**src/rtl/btn_debounce_if.sv**
```systemverilog
// ---------------------------------------------------------------------------
// btn_debounce_if
//
// Bundles the board-side button pins, the video frame marker and the cleaned
// button outputs that travel between the board wrapper and the game logic.
//
// Signals:
//   btn_raw     [N_BTN]  raw, asynchronous button pins
//   frame_start [1]      one-cycle pulse at the start of vertical blanking
//   btn_level   [N_BTN]  debounced level, 1 = pressed
//   btn_press   [N_BTN]  one-cycle pulse on a debounced 0->1 transition
//   btn_release [N_BTN]  one-cycle pulse on a debounced 1->0 transition
//   btn_frame   [N_BTN]  presses seen during the previous video frame
//
// Modports:
//   master  board / video side: drives pins and frame_start, reads results
//   slave   the debouncer itself
// ---------------------------------------------------------------------------
interface btn_debounce_if #(
  parameter int N_BTN = 7
);

  logic [N_BTN-1:0] btn_raw;
  logic             frame_start;
  logic [N_BTN-1:0] btn_level;
  logic [N_BTN-1:0] btn_press;
  logic [N_BTN-1:0] btn_release;
  logic [N_BTN-1:0] btn_frame;

  modport master (
    output btn_raw,
    output frame_start,
    input  btn_level,
    input  btn_press,
    input  btn_release,
    input  btn_frame
  );

  modport slave (
    input  btn_raw,
    input  frame_start,
    output btn_level,
    output btn_press,
    output btn_release,
    output btn_frame
  );

endinterface

```
**src/rtl/btn_debounce.sv**
```systemverilog
// ---------------------------------------------------------------------------
// btn_debounce
//
// Synchronises, debounces and edge-detects the ULX3S push-buttons in the
// 25 MHz pixel domain. Each button is handled by an independent two-state
// debouncer with its own stability counter. The module also keeps a per-frame
// snapshot of presses so the game logic samples every press exactly once per
// video frame.
//
// Parameters:
//   N_BTN            number of buttons
//   DEBOUNCE_CYCLES  clocks a new synchronised level must persist (2..2^24-1)
//   INVERT_MASK      per-bit polarity; a 1 inverts that raw input
//
// Ports:
//   clk_25mhz  pixel clock, all logic on its rising edge
//   reset      synchronous, active-high
//   bus        btn_debounce_if slave modport (raw pins, frame_start and the
//              level / press / release / frame outputs)
// ---------------------------------------------------------------------------
module btn_debounce #(
  parameter int               N_BTN           = 7,
  parameter int               DEBOUNCE_CYCLES = 250000,
  parameter logic [N_BTN-1:0] INVERT_MASK     = {{(N_BTN-1){1'b0}}, 1'b1}
) (
  input  logic           clk_25mhz,
  input  logic           reset,
  btn_debounce_if.slave  bus
);

  // Counter only has to reach DEBOUNCE_CYCLES-1, so $clog2 bits are enough
  // and the terminal compare is an exact match (no wrap is ever needed).
  localparam int               CNT_W    = $clog2(DEBOUNCE_CYCLES);
  localparam logic [CNT_W-1:0] CNT_LAST = CNT_W'(DEBOUNCE_CYCLES - 1);
  localparam logic [CNT_W-1:0] CNT_ONE  = CNT_W'(1);

  typedef enum logic {
    STABLE   = 1'b0,
    COUNTING = 1'b1
  } db_state_e;

  logic [N_BTN-1:0] s1_q, s1_d;
  logic [N_BTN-1:0] s2_q, s2_d;
  logic [N_BTN-1:0] level_q, level_d;
  logic [N_BTN-1:0] press_q, press_d;
  logic [N_BTN-1:0] release_q, release_d;
  logic [N_BTN-1:0] pending_q, pending_d;
  logic [N_BTN-1:0] frame_q, frame_d;

  db_state_e        state_q [N_BTN];
  db_state_e        state_d [N_BTN];
  logic [CNT_W-1:0] cnt_q   [N_BTN];
  logic [CNT_W-1:0] cnt_d   [N_BTN];

  // Polarity correction happens before the synchroniser so everything
  // downstream sees 1 = pressed.
  always_comb begin
    s1_d = bus.btn_raw ^ INVERT_MASK;
    s2_d = s1_q;
  end

  // Per-button debouncer. A candidate level must be seen on s2 for
  // DEBOUNCE_CYCLES consecutive clocks; any return to the current level
  // abandons the attempt. Press/release pulses come out of the same decision
  // that updates the level, so they can never both be high on one bit.
  always_comb begin
    level_d   = level_q;
    press_d   = '0;
    release_d = '0;
    for (int i = 0; i < N_BTN; i++) begin
      state_d[i] = state_q[i];
      cnt_d[i]   = cnt_q[i];
      case (state_q[i])
        STABLE: begin
          cnt_d[i] = '0;
          if (s2_q[i] != level_q[i]) begin
            cnt_d[i]   = CNT_ONE;
            state_d[i] = COUNTING;
          end
        end
        COUNTING: begin
          if (s2_q[i] == level_q[i]) begin
            cnt_d[i]   = '0;
            state_d[i] = STABLE;
          end else if (cnt_q[i] == CNT_LAST) begin
            level_d[i]   = s2_q[i];
            press_d[i]   = s2_q[i];
            release_d[i] = ~s2_q[i];
            cnt_d[i]     = '0;
            state_d[i]   = STABLE;
          end else begin
            cnt_d[i] = cnt_q[i] + CNT_ONE;
          end
        end
        default: begin
          cnt_d[i]   = '0;
          state_d[i] = STABLE;
        end
      endcase
    end
  end

  // Frame latch. The press pulse visible in the same cycle as frame_start is
  // folded straight into the snapshot rather than into the next frame's
  // pending set, so a press is never counted twice or lost.
  always_comb begin
    frame_d   = frame_q;
    pending_d = pending_q | press_q;
    if (bus.frame_start) begin
      frame_d   = pending_q | press_q;
      pending_d = '0;
    end
  end

  // Single register stage for every piece of state. Reset has priority, so a
  // frame_start seen during reset is ignored and an in-flight count is lost
  // without emitting a pulse.
  always_ff @(posedge clk_25mhz) begin
    if (reset) begin
      s1_q      <= '0;
      s2_q      <= '0;
      level_q   <= '0;
      press_q   <= '0;
      release_q <= '0;
      pending_q <= '0;
      frame_q   <= '0;
      for (int i = 0; i < N_BTN; i++) begin
        state_q[i] <= STABLE;
        cnt_q[i]   <= '0;
      end
    end else begin
      s1_q      <= s1_d;
      s2_q      <= s2_d;
      level_q   <= level_d;
      press_q   <= press_d;
      release_q <= release_d;
      pending_q <= pending_d;
      frame_q   <= frame_d;
      for (int i = 0; i < N_BTN; i++) begin
        state_q[i] <= state_d[i];
        cnt_q[i]   <= cnt_d[i];
      end
    end
  end

  assign bus.btn_level   = level_q;
  assign bus.btn_press   = press_q;
  assign bus.btn_release = release_q;
  assign bus.btn_frame   = frame_q;

endmodule
```
**src/flat_wrapper.sv**
```systemverilog
// flat-port wrapper written by rule: the top's interface ports become plain ports
module btn_debounce_flat 
#(
  parameter int               N_BTN           = 7,
  parameter int               DEBOUNCE_CYCLES = 250000,
  parameter logic [N_BTN-1:0] INVERT_MASK     = {{(N_BTN-1){1'b0}}, 1'b1}
)
  (clk_25mhz, reset, bus_btn_raw, bus_frame_start, bus_btn_level, bus_btn_press, bus_btn_release, bus_btn_frame);
  btn_debounce_if #(.N_BTN(N_BTN)) bus_i ();
  input  logic clk_25mhz;
  input  logic reset;
  input wire logic [$bits(bus_i.btn_raw)-1:0] bus_btn_raw;
  input wire logic [$bits(bus_i.frame_start)-1:0] bus_frame_start;
  output wire logic [$bits(bus_i.btn_level)-1:0] bus_btn_level;
  output wire logic [$bits(bus_i.btn_press)-1:0] bus_btn_press;
  output wire logic [$bits(bus_i.btn_release)-1:0] bus_btn_release;
  output wire logic [$bits(bus_i.btn_frame)-1:0] bus_btn_frame;
  assign bus_i.btn_raw = bus_btn_raw;
  assign bus_i.frame_start = bus_frame_start;
  assign bus_btn_level = bus_i.btn_level;
  assign bus_btn_press = bus_i.btn_press;
  assign bus_btn_release = bus_i.btn_release;
  assign bus_btn_frame = bus_i.btn_frame;
  btn_debounce #(.N_BTN(N_BTN), .DEBOUNCE_CYCLES(DEBOUNCE_CYCLES), .INVERT_MASK(INVERT_MASK)) u_core (.clk_25mhz(clk_25mhz), .reset(reset), .bus(bus_i));
endmodule
```
**config.mk**
```make
export PLATFORM = sky130hd
export DESIGN_NAME = btn_debounce_flat
export DESIGN_NICKNAME = d
export VERILOG_FILES = /design/src/rtl/btn_debounce_if.sv /design/src/rtl/btn_debounce.sv /design/src/flat_wrapper.sv
export SDC_FILE = /design/constraint.sdc
export NUM_CORES = 1
export LEC_CHECK = 0
export CAP_MARGIN = 30
export CORE_UTILIZATION = 59
export CTS_BUF_LIST = sky130_fd_sc_hd__clkbuf_4 sky130_fd_sc_hd__clkbuf_8 sky130_fd_sc_hd__clkbuf_16
export CTS_CLUSTER_DIAMETER = 80
export DETAILED_ROUTE_END_ITERATION = 8
export MAX_ROUTING_LAYER = met4
export PLACE_DENSITY_LB_ADDON = 0.08
export RECOVER_POWER = 100
export SYNTH_ARGS = -nofsm -noshare
export SYNTH_HDL_FRONTEND = slang
export SYNTH_SLANG_ARGS = --single-unit
```
**constraint.sdc**
```tcl
create_clock -name clk_25mhz -period 3.95 [get_ports clk_25mhz]
set_input_delay 0.79 -clock clk_25mhz [delete_from_list [all_inputs] [get_ports clk_25mhz]]
set_output_delay 0.79 -clock clk_25mhz [all_outputs]
set_load 0.005 [all_outputs]
```
Word-level counts from Yosys, hierarchy flattened --
Memories as Yosys holds them, arrays and structs flattened. Index checks and enable logic that the tools add are counted.
Operators by class: add/sub/neg operators 7, multiplexer cells 73, reduce and logical (&&, ||, !) cells 15, equal/unequal tests 21, bitwise operators 44
Operators with widths (number):
- 2-to-1 mux 18 bit | 21
- case mux 18 bit (2 select lines) | 7
- adder 18 x 1 -> 18 bit, second input constant | 7
- equality test 18 bit, second input constant | 7
- 2-to-1 mux 1 bit | 38
- NOT 1 bit | 29
- OR reduction 4 bit | 7
- AND reduction 3 bit | 7
- bitwise OR 1 bit | 14
- case mux 1 bit (2 select lines) | 7
- equality test 1 bit | 7
- != test 1 bit | 7
- bitwise OR 7 bit | 1
- OR reduction 2 bit | 1
Storage, ports and cells: bits of input ports 10, output and inout port bits 28, memories kept 2, flip-flop bits (word level) 49, memory bits (writable) 133
Memories:
- u_core.cnt_q | words 7, width 18, rd ports 7, clocked after Yosys merged registers in 0, wr ports 7, line btn_debounce.sv:52 | logic [CNT_W-1:0] cnt_q [N_BTN];
- u_core.state_q | words 7, width 1, rd ports 7, clocked after Yosys merged registers in 0, wr ports 7, line btn_debounce.sv:50 | db_state_e state_q [N_BTN];

Logic depth before layout (Yosys ltp) --
Gate-level depths: netlist of run 1. An unclocked memory read counts as a cell.
depth after elaboration 6, depth in mapped cells 8, gate-level depth less buffers 5

Least setup slack after synthesis of run 1 --
No wires, ideal clock.
path type input to register, start point input port reset, end point memory u_core.cnt_q[3][10] (netlist bit), library setup time 0.128 ns, data arrival time 1.997 ns, data required time 3.822 ns, buffers on the path 2, slack 1.825 ns, cell stages on the path 6, cells stage by stage clkbuf_1 clkinv_1 and3_1 o21ai_1 clkbuf_1 nor2_1
RTL lines:
- from (decl) | line flat_wrapper.sv:11 | input logic reset;
- to (decl) | line btn_debounce.sv:52

==> results.ini, run 1 <==
[status]
status = complete, but fails checks
violations = capacitance limit, slew limit

[logic_synthesis]
synth-seq-cells = 182
yosys.area.top_type = dfxtp_1
async_flop_share = 0
synth.cell_area_mm2 = 0.00765
ys_types = 60
syn_nets = 878
synth_edf_count = 0
synth_top_cell_area_share = 0.476
synth_ff_type = dfxtp_1
ys_seq_area_frac = 0.476
syn-instance-count = 861
netlist_top_cells_area = dfxtp_1, nor2_1, xnor2_1
ys_warn_count = 0
avgSynthCellArea_um2 = 8.89

[route]
drc = 0
first_pass_iters = 5
drtIter0Drc = 345
vias_per_cell = 5.68
drt-total-wl_um = 15500
wl_per_cell_um = 14.4
vias = 6103
ant_nets = 0

[power]
vdd_drop_max_v = 0.000293
report.power.total_mw = 3.57
p_per_area_mw_per_mm2 = 411
leakage_nw = 2.77

[global_route]
grt_pass1_wl_um = 25500
track_usage = 0.247
grt_pass1_vias = 5479
grt_max_degree = 35
grt_overflow_total = 0
antenna_found_initial = 0

[layout]
design_area_mm2 = 0.00869
area.growth.synth_to_final_pct = 13.6
diodes = 0
layout.nets = 907
layout_commonest_cell = dfxtp_1
drive_gt1_frac = 0.0498
fin_cells = 1075
final_cell_mix = dfxtp_1, nor2_1, xnor2_1

[floorplanning]
initial_utilization = 0.606
die_height_um = 116
die_area_mm2 = 0.0134
die_x_um = 116
core_area_mm2 = 0.0126
ioPinCount = 38
rows = 41

[critical_path]
cp.required_ps = 4280
critPathMaxFanout = 19
critPathTopFamily = buffers and inverters
cp-start-kind = primary input
worst_setup_path_end_kind = register
crit_type = in -> reg
crit_arrival_ps = 3300
crit_start = reset
cp_cell_sequence = dlygate4sd3_1, clkinv_1, clkbuf_1, and3_1, o21ai_0, a21oi_1
r2r_start = u_core.cnt_q[5][0]
path_buf_inv = 3
cp_slowest_cell = clkbuf_1
max_stage_delay_ps = 660

[clock_tree]
clock_sinks = 182
cts_buffer_depth = 2
htree_levels = 4
hold_buffers = 0
worstSkewPairLatency_ps = 420
clk_pin_slew_ps = 60
clock-root-buffer = clkbuf_16
cts_setup_buffers = 0
cts_made_buffers = 17
cts_resized = 0
cts_tree = done

[placed_design]
port_buffers = 37
post-dp-hpwl_um = 10900
dp_cells = 1043
place.gp.congestion = 0.811
dpl_cell_area_mm2 = 0.00813

[sta]
slew_headroom = -0.0851
tightestPinTransition_ps = 1610
finalHoldViolations = 0
period_minus_slack_ps = 2970
rsz0062_at_grt = no
setup_violations = 0
skew_ps = 6.47
final.setup.tns_ps = 0
timing.final.crit_share = 0.752
slew_violations = 16
fmax_mhz = 337

[min_path]
hp-class = reg -> reg
hp-start = u_core.s1_q[4]

[job]
drv_cap = 1

## layout make-up
type / count / area, µm²
tap: 172 / 215
timing repair buffer: 40 / 382
clock buffer: 20 / 460
clock inverter: 12 / 129
fill: 1046 / 3930
multi-input combinational: 623 / 3770
sequential: 182 / 3640
inverter: 26 / 97.6
## cells in the mapped netlist (15+ instances only)
cell      instances
nand3_1          55
and3_1           17
clkbuf_1         23
xnor2_1          66
inv_1            25
nor4_1           34
nand2_1          36
a21oi_1          15
dfxtp_1         182
xor2_1           38
nand4_1          44
nor3_1           27
nor2_1          155
nor2b_1          15
## where the power goes
group / switching [mW] / internal [mW] / leakage [nW]
Combinational: 0.0265 / 0.0237 / 1.02
Sequential: 0.0107 / 1.85 / 1.47
Clock: 0.694 / 0.968 / 0.273
Total: 0.732 / 2.84 / 2.77
## per-layer routing
metal  share of wire  wire length, µm  vias up  track usage
met5               0                0        -            -
met4           0.011              174        0       0.0718
met3           0.040              628       21       0.0513
met2            0.48             7480      124        0.403
met1            0.47             7230     2881        0.310
li1                -                -     3077            -
## sequential cells by signal (all words and copies together) (netlist names)
signal                  flops
u_core.bus.btn_release      7
u_core.cnt_q              126
u_core.s1_q                 7
u_core.pending_q            7
u_core.s2_q                 7
u_core.bus.btn_frame        7
u_core.state_q              7
u_core.bus.btn_press        7
u_core.bus.btn_level        7
## kinds of logic (layout without fill, tap and decap cells)
family / Yosys count / count (layout) / share of synthesized area
multiplexers: 2 / 2 / 0.00262
buffers and inverters: 56 / 98 / 0.0294
XOR/XNOR: 104 / 104 / 0.119
AND/OR/NAND/NOR: 450 / 450 / 0.304
adder cells (fa/ha/maj): 7 / 7 / 0.0114
flip-flops: 182 / 182 / 0.476
AO/OA/AOI/OAI: 60 / 60 / 0.0579
## per-stage QoR
step | hold slack (ps) | utilization | setup WS [ps]
after floorplan | 414 | - | 1830
after global placement | 418 | 0.644 | 1340
after detailed placement | 425 | 0.645 | 1320
after CTS | 441 | 0.691 | 1610
after global routing | 448 | 0.689 | 788
final | 440 | 0.689 | 980
## path summary, 6_finish.rpt
kind | to | slack, ps | cells after the start
worst min register to register | u_core.s2_q[4] | 440 | 1
worst max register to register | u_core.cnt_q[5][8] | 1100 | 5
worst min-delay path | u_core.s2_q[4] | 440 | 1
worst max-delay path | u_core.cnt_q[3][17] | 980 | 6
Power figures use the tool's default switching activity.
==> run 2: changes to the inputs <==
CORE_UTILIZATION = 54   (was 59)
clock period = 2.5 ns   (was 3.95 ns; I/O delays follow)
==> run 2 against run 1 <==
The flow now finishes without violations. Via count is 1.7% lower. Clock-buffer cell count fell by 2. Critical path depth rose by 1. Worst hold slack worse by 3.8 ps. Setup slack worse by 740 ps. Register-to-register slack lost 790 ps. Sequential share of layout area is 0.82 points lower. Total power grew 73%. First-iteration DRC count increased by 6.4%. Non-clock buffer count is 4 higher. Flip-flop and latch count did not move. Cell count grew 1.1%. Critical path type unchanged.
==> results.ini, run 2 (synthesis results as in run 1) <==
[status]
status = finished clean

[placed_design]
pre_cts_ws_ps = 272
post-dp-hpwl_um = 10500
place.gp.congestion = 0.852
port_buffers = 37
dpl_cell_area_mm2 = 0.00817

[power]
p_per_area_mw_per_mm2 = 698
leakage_nw = 2.85
vdd_drop_max_v = 0.000492
report.power.total_mw = 6.19

[route]
vias = 5999
vias_per_cell = 5.52
wl_per_cell_um = 13.9
first_pass_iters = 4
ant_nets = 0
drtIter0Drc = 367
drt-total-wl_um = 15100
drc = 0

[layout]
ff_latch_area_mm2 = 0.00364
layout_commonest_cell = dfxtp_1
largest_register = u_core.cnt_q
nFillCells = 1118
area.growth.synth_to_final_pct = 15.9
multi_input_area_mm2 = 0.00378
final_cell_mix = dfxtp_1, nor2_1, xnor2_1
drive_gt1_frac = 0.0562
largest_register_ffs = 126
diodes = 0
layout.nets = 911
design_area_mm2 = 0.00887

[floorplanning]
rows = 43
die_area_mm2 = 0.0147
die_x_um = 121
core_area_mm2 = 0.0138
initial_utilization = 0.554
die_height_um = 121
ioPinCount = 38

[global_route]
grt-busiest-layer = met2
track_usage = 0.224
antenna_found_initial = 0
grt_util_met1 = 0.271
grt_max_degree = 35
grt_pass1_wl_um = 25500
grt_pass1_vias = 5492
grtUsageMet3 = 0.0559
grt_overflow_total = 0
met2_usage = 0.363

[clock_tree]
htree_levels = 4
clock-root-buffer = clkbuf_16
cts_tree = done
cts_resized = 0
hold_buffers = 0
cts_made_buffers = 17
clock_sinks = 182
cts_setup_buffers = 0
cts_buffer_depth = 2
clk_pin_slew_ps = 70
worstSkewPairLatency_ps = 430

[sta]
finalHoldViolations = 0
rsz0062_at_grt = no
skew_ps = 7.54
period_minus_slack_ps = 2260
tightestPinTransition_ps = 770
whs_ps = 436
final.setup.tns_ps = 0
setup_slack_ps = 241
setup_violations = 0
slew_violations = 0
slew_headroom = 0.485
fmax_mhz = 443
timing.final.crit_share = 0.904

[critical_path]
crit_arrival_ps = 2550
cp.required_ps = 2790
worst_setup_path_end_kind = register
crit_type = in -> reg
cp-start-kind = primary input
critPathMaxFanout = 15

[min_path]
hp-class = reg -> reg

[job]
drv_cap = 0

==> run 2: layer usage <==
layer  part of all wire  vias up
met2               0.48       99
met4              0.013        0
met5                  0        -
met1               0.46     2794
met3              0.041       20
li1                   -     3086
==> run 2: power by group <==
part	total [mW]	internal (mW)	switching (mW)
clock network	3.17	2.01	1.15
registers	2.94	2.92	0.0157
logic	0.0828	0.0395	0.0433
==> run 2: final timing paths <==
kind,startpoint,endpoint,slack [ps],cells past startpoint
worst min-delay path,u_core.s1_q[2],u_core.s2_q[2],440,1
worst max-delay path,reset,u_core.cnt_q[3][14],240,7
worst max register to register,u_core.cnt_q[1][0],u_core.cnt_q[1][13],310,6
worst min register to register,u_core.s1_q[2],u_core.s2_q[2],440,1
==> run 2: stage by stage <==
step | utilization | cells
after floorplan | - | 861
after global placement | 0.591 | 1055
final | 0.641 | 1087
after CTS | 0.642 | 1087
after global routing | 0.641 | 1087
after detailed placement | 0.591 | 1055
==> run 2: final cells by class <==
type                    count  share of cell area
flip-flops and latches    182               0.411
well taps                 180              0.0254
multi-input cells         623               0.427
inverters                  26              0.0110
repair buffers             44              0.0461
clock inverters            14              0.0302
clock buffers              18              0.0495
==> run 2: critical path, stage by stage <==
cell and delay (ps):
dlygate4sd3_1 550, clkinv_1 150, clkbuf_1 310, and3_1 290, o21ai_0 80, clkbuf_1 530, nor2_1 120
==> run 3: changes to the inputs <==
CELL_PAD_IN_SITES_DETAIL_PLACEMENT = 0   (was unset)
CELL_PAD_IN_SITES_GLOBAL_PLACEMENT = 2   (was unset)
CORE_UTILIZATION = 34   (was 54)
==> run 3 against run 2 <==
The run now ends with DRC left. Combinational power up 7.2%. Clock skew rose by 3.3 ps. Total power shrank 8.3%. Routed wire length increased by 11%. Critical path type is now reg -> reg. Fmax shrank 1.5%. Global-route usage down 6.9 points. Setup slack got worse by 34 ps. Die area rose by 58%.
==> results.ini, run 3 (synthesis results as in run 1) <==
[critical_path]
cp.required_ps = 2810
r2r_cells = 5
cp_slowest_cell = or4b_2
cp_cell_sequence = nor2b_1, or4b_2, o211ai_1, clkbuf_2, a21oi_1
crit_type = reg -> reg
cp-start-kind = register
max_stage_delay_ps = 600
r2r_start = u_core.cnt_q[2][12]
worst_setup_path_end_kind = register
regToRegEndpoint = u_core.cnt_q[2][16]
crit_arrival_ps = 2600
critPathMaxFanout = 10
ff2ff_setup_slack_ps = 210

[status]
violations = DRC
status = complete, but fails checks

[sta]
final.setup.tns_ps = 0
whs_ps = 434
skew_ps = 10.9
fmax_mhz = 436
slew_headroom = 0.297
setup_violations = 0
period_minus_slack_ps = 2290
finalHoldViolations = 0
timing.final.crit_share = 0.917
rsz0062_at_grt = no
tightestPinTransition_ps = 1050
slew_violations = 0
setup_slack_ps = 207

[clock_tree]
cts_buffer_depth = 2
cts_made_buffers = 17
clock_sinks = 182
cts_setup_buffers = 0
htree_levels = 4
cts_tree = done
hold_buffers = 0
cts_resized = 0
worstSkewPairLatency_ps = 430
clk_pin_slew_ps = 70
clock-root-buffer = clkbuf_16

[power]
leakage_nw = 2.80
p_switching_mw = 1.19
p_per_area_mw_per_mm2 = 639
clkPwrFrac = 0.467
report.power.total_mw = 5.67
p_seq_frac = 0.518
vdd_drop_max_v = 0.000377
power.internal_mw = 4.48
p_sw_frac = 0.210
power_frac_comb = 0.016

[layout]
layout.nets = 915
largest_register = u_core.cnt_q
final_cell_mix = dfxtp_1, nor2_1, xnor2_1
diodes = 0
drive_gt1_frac = 0.0571
design_area_mm2 = 0.00887
nFillCells = 2191
largest_register_ffs = 126
fin_util = 0.404
fin_cells = 1190
area.growth.synth_to_final_pct = 15.9
layout_commonest_cell = dfxtp_1

[floorplanning]
rows = 54
die_x_um = 152
initial_utilization = 0.349
die_height_um = 152
die_area_mm2 = 0.0231
core_area_mm2 = 0.0220
ioPinCount = 38

[route]
vias = 5955
drt-total-wl_um = 16800
drc = 8
ant_nets = 0
wl_per_cell_um = 14.1
vias_per_cell = 5.00
first_pass_iters = 6
drtIter0Drc = 265

[global_route]
track_usage = 0.156
grt_max_degree = 23
grt_pass1_wl_um = 28300
grt_pass1_vias = 5693
antenna_found_initial = 0
grt_overflow_total = 0

[placed_design]
dpl_cell_area_mm2 = 0.00832
pre_cts_ws_ps = 256
dp_cells = 1159
post-dp-hpwl_um = 11900
port_buffers = 37
place.gp.congestion = 0.768

[min_path]
hold_depth = 1
holdPathEnd = u_core.s2_q[5]
hp-class = reg -> reg
hp-start = u_core.s1_q[5]

[job]
drv_cap = 0

run 3: worst max-delay path by stage:
stage | slack [ps] | endpoint | from | cells after the start
4_1_cts | 240 | u_core.cnt_q[4][11] | u_core.cnt_q[4][5] | 4
3_3_place_gp | 330 | u_core.cnt_q[4][9] | u_core.cnt_q[4][5] | 4
5_1_grt | 60 | u_core.cnt_q[0][13] | u_core.cnt_q[0][12] | 4
6_report | 210 | u_core.cnt_q[2][16] | u_core.cnt_q[2][12] | 5
2_1_floorplan | 490 | u_core.cnt_q[4][16] | u_core.cnt_q[4][5] | 6
3_5_place_dp | 260 | u_core.cnt_q[4][11] | u_core.cnt_q[4][5] | 4
run 3: per-layer routing:
metal	share of wire	track usage	wire length [µm]
met5	0	-	0
met2	0.48	0.258	8080
met4	0.014	0.0486	234
met1	0.47	0.190	7930
met3	0.031	0.0317	512
run 3: cell type report:
class	instances	area (µm²)	area share
clock inverter	10	123	0.0138
clock buffer	21	455	0.0513
inverter	26	97.6	0.0110
tap	280	350	0.0395
sequential	182	3640	0.411
timing repair buffer	48	428	0.0482
multi-input combinational	623	3770	0.425
run 3: power groups by stage:
stage	clock network, mW	logic [mW]	registers [mW]
global route	2.88	0.0984	2.94
global placement	0	0.0957	3.00
CTS	2.73	0.0970	2.94
finish	2.65	0.0888	2.94
floorplan	0	0.0449	3.00
detailed placement	0	0.0966	3.00
run 3: worst max-delay path, delay by kind of cell, from the launching register on:
kind	cells	cell delay, ps
flip-flops	1	420
AO/OA/AOI/OAI	2	560
AND/OR/NAND/NOR	2	850
buffers and inverters	1	330
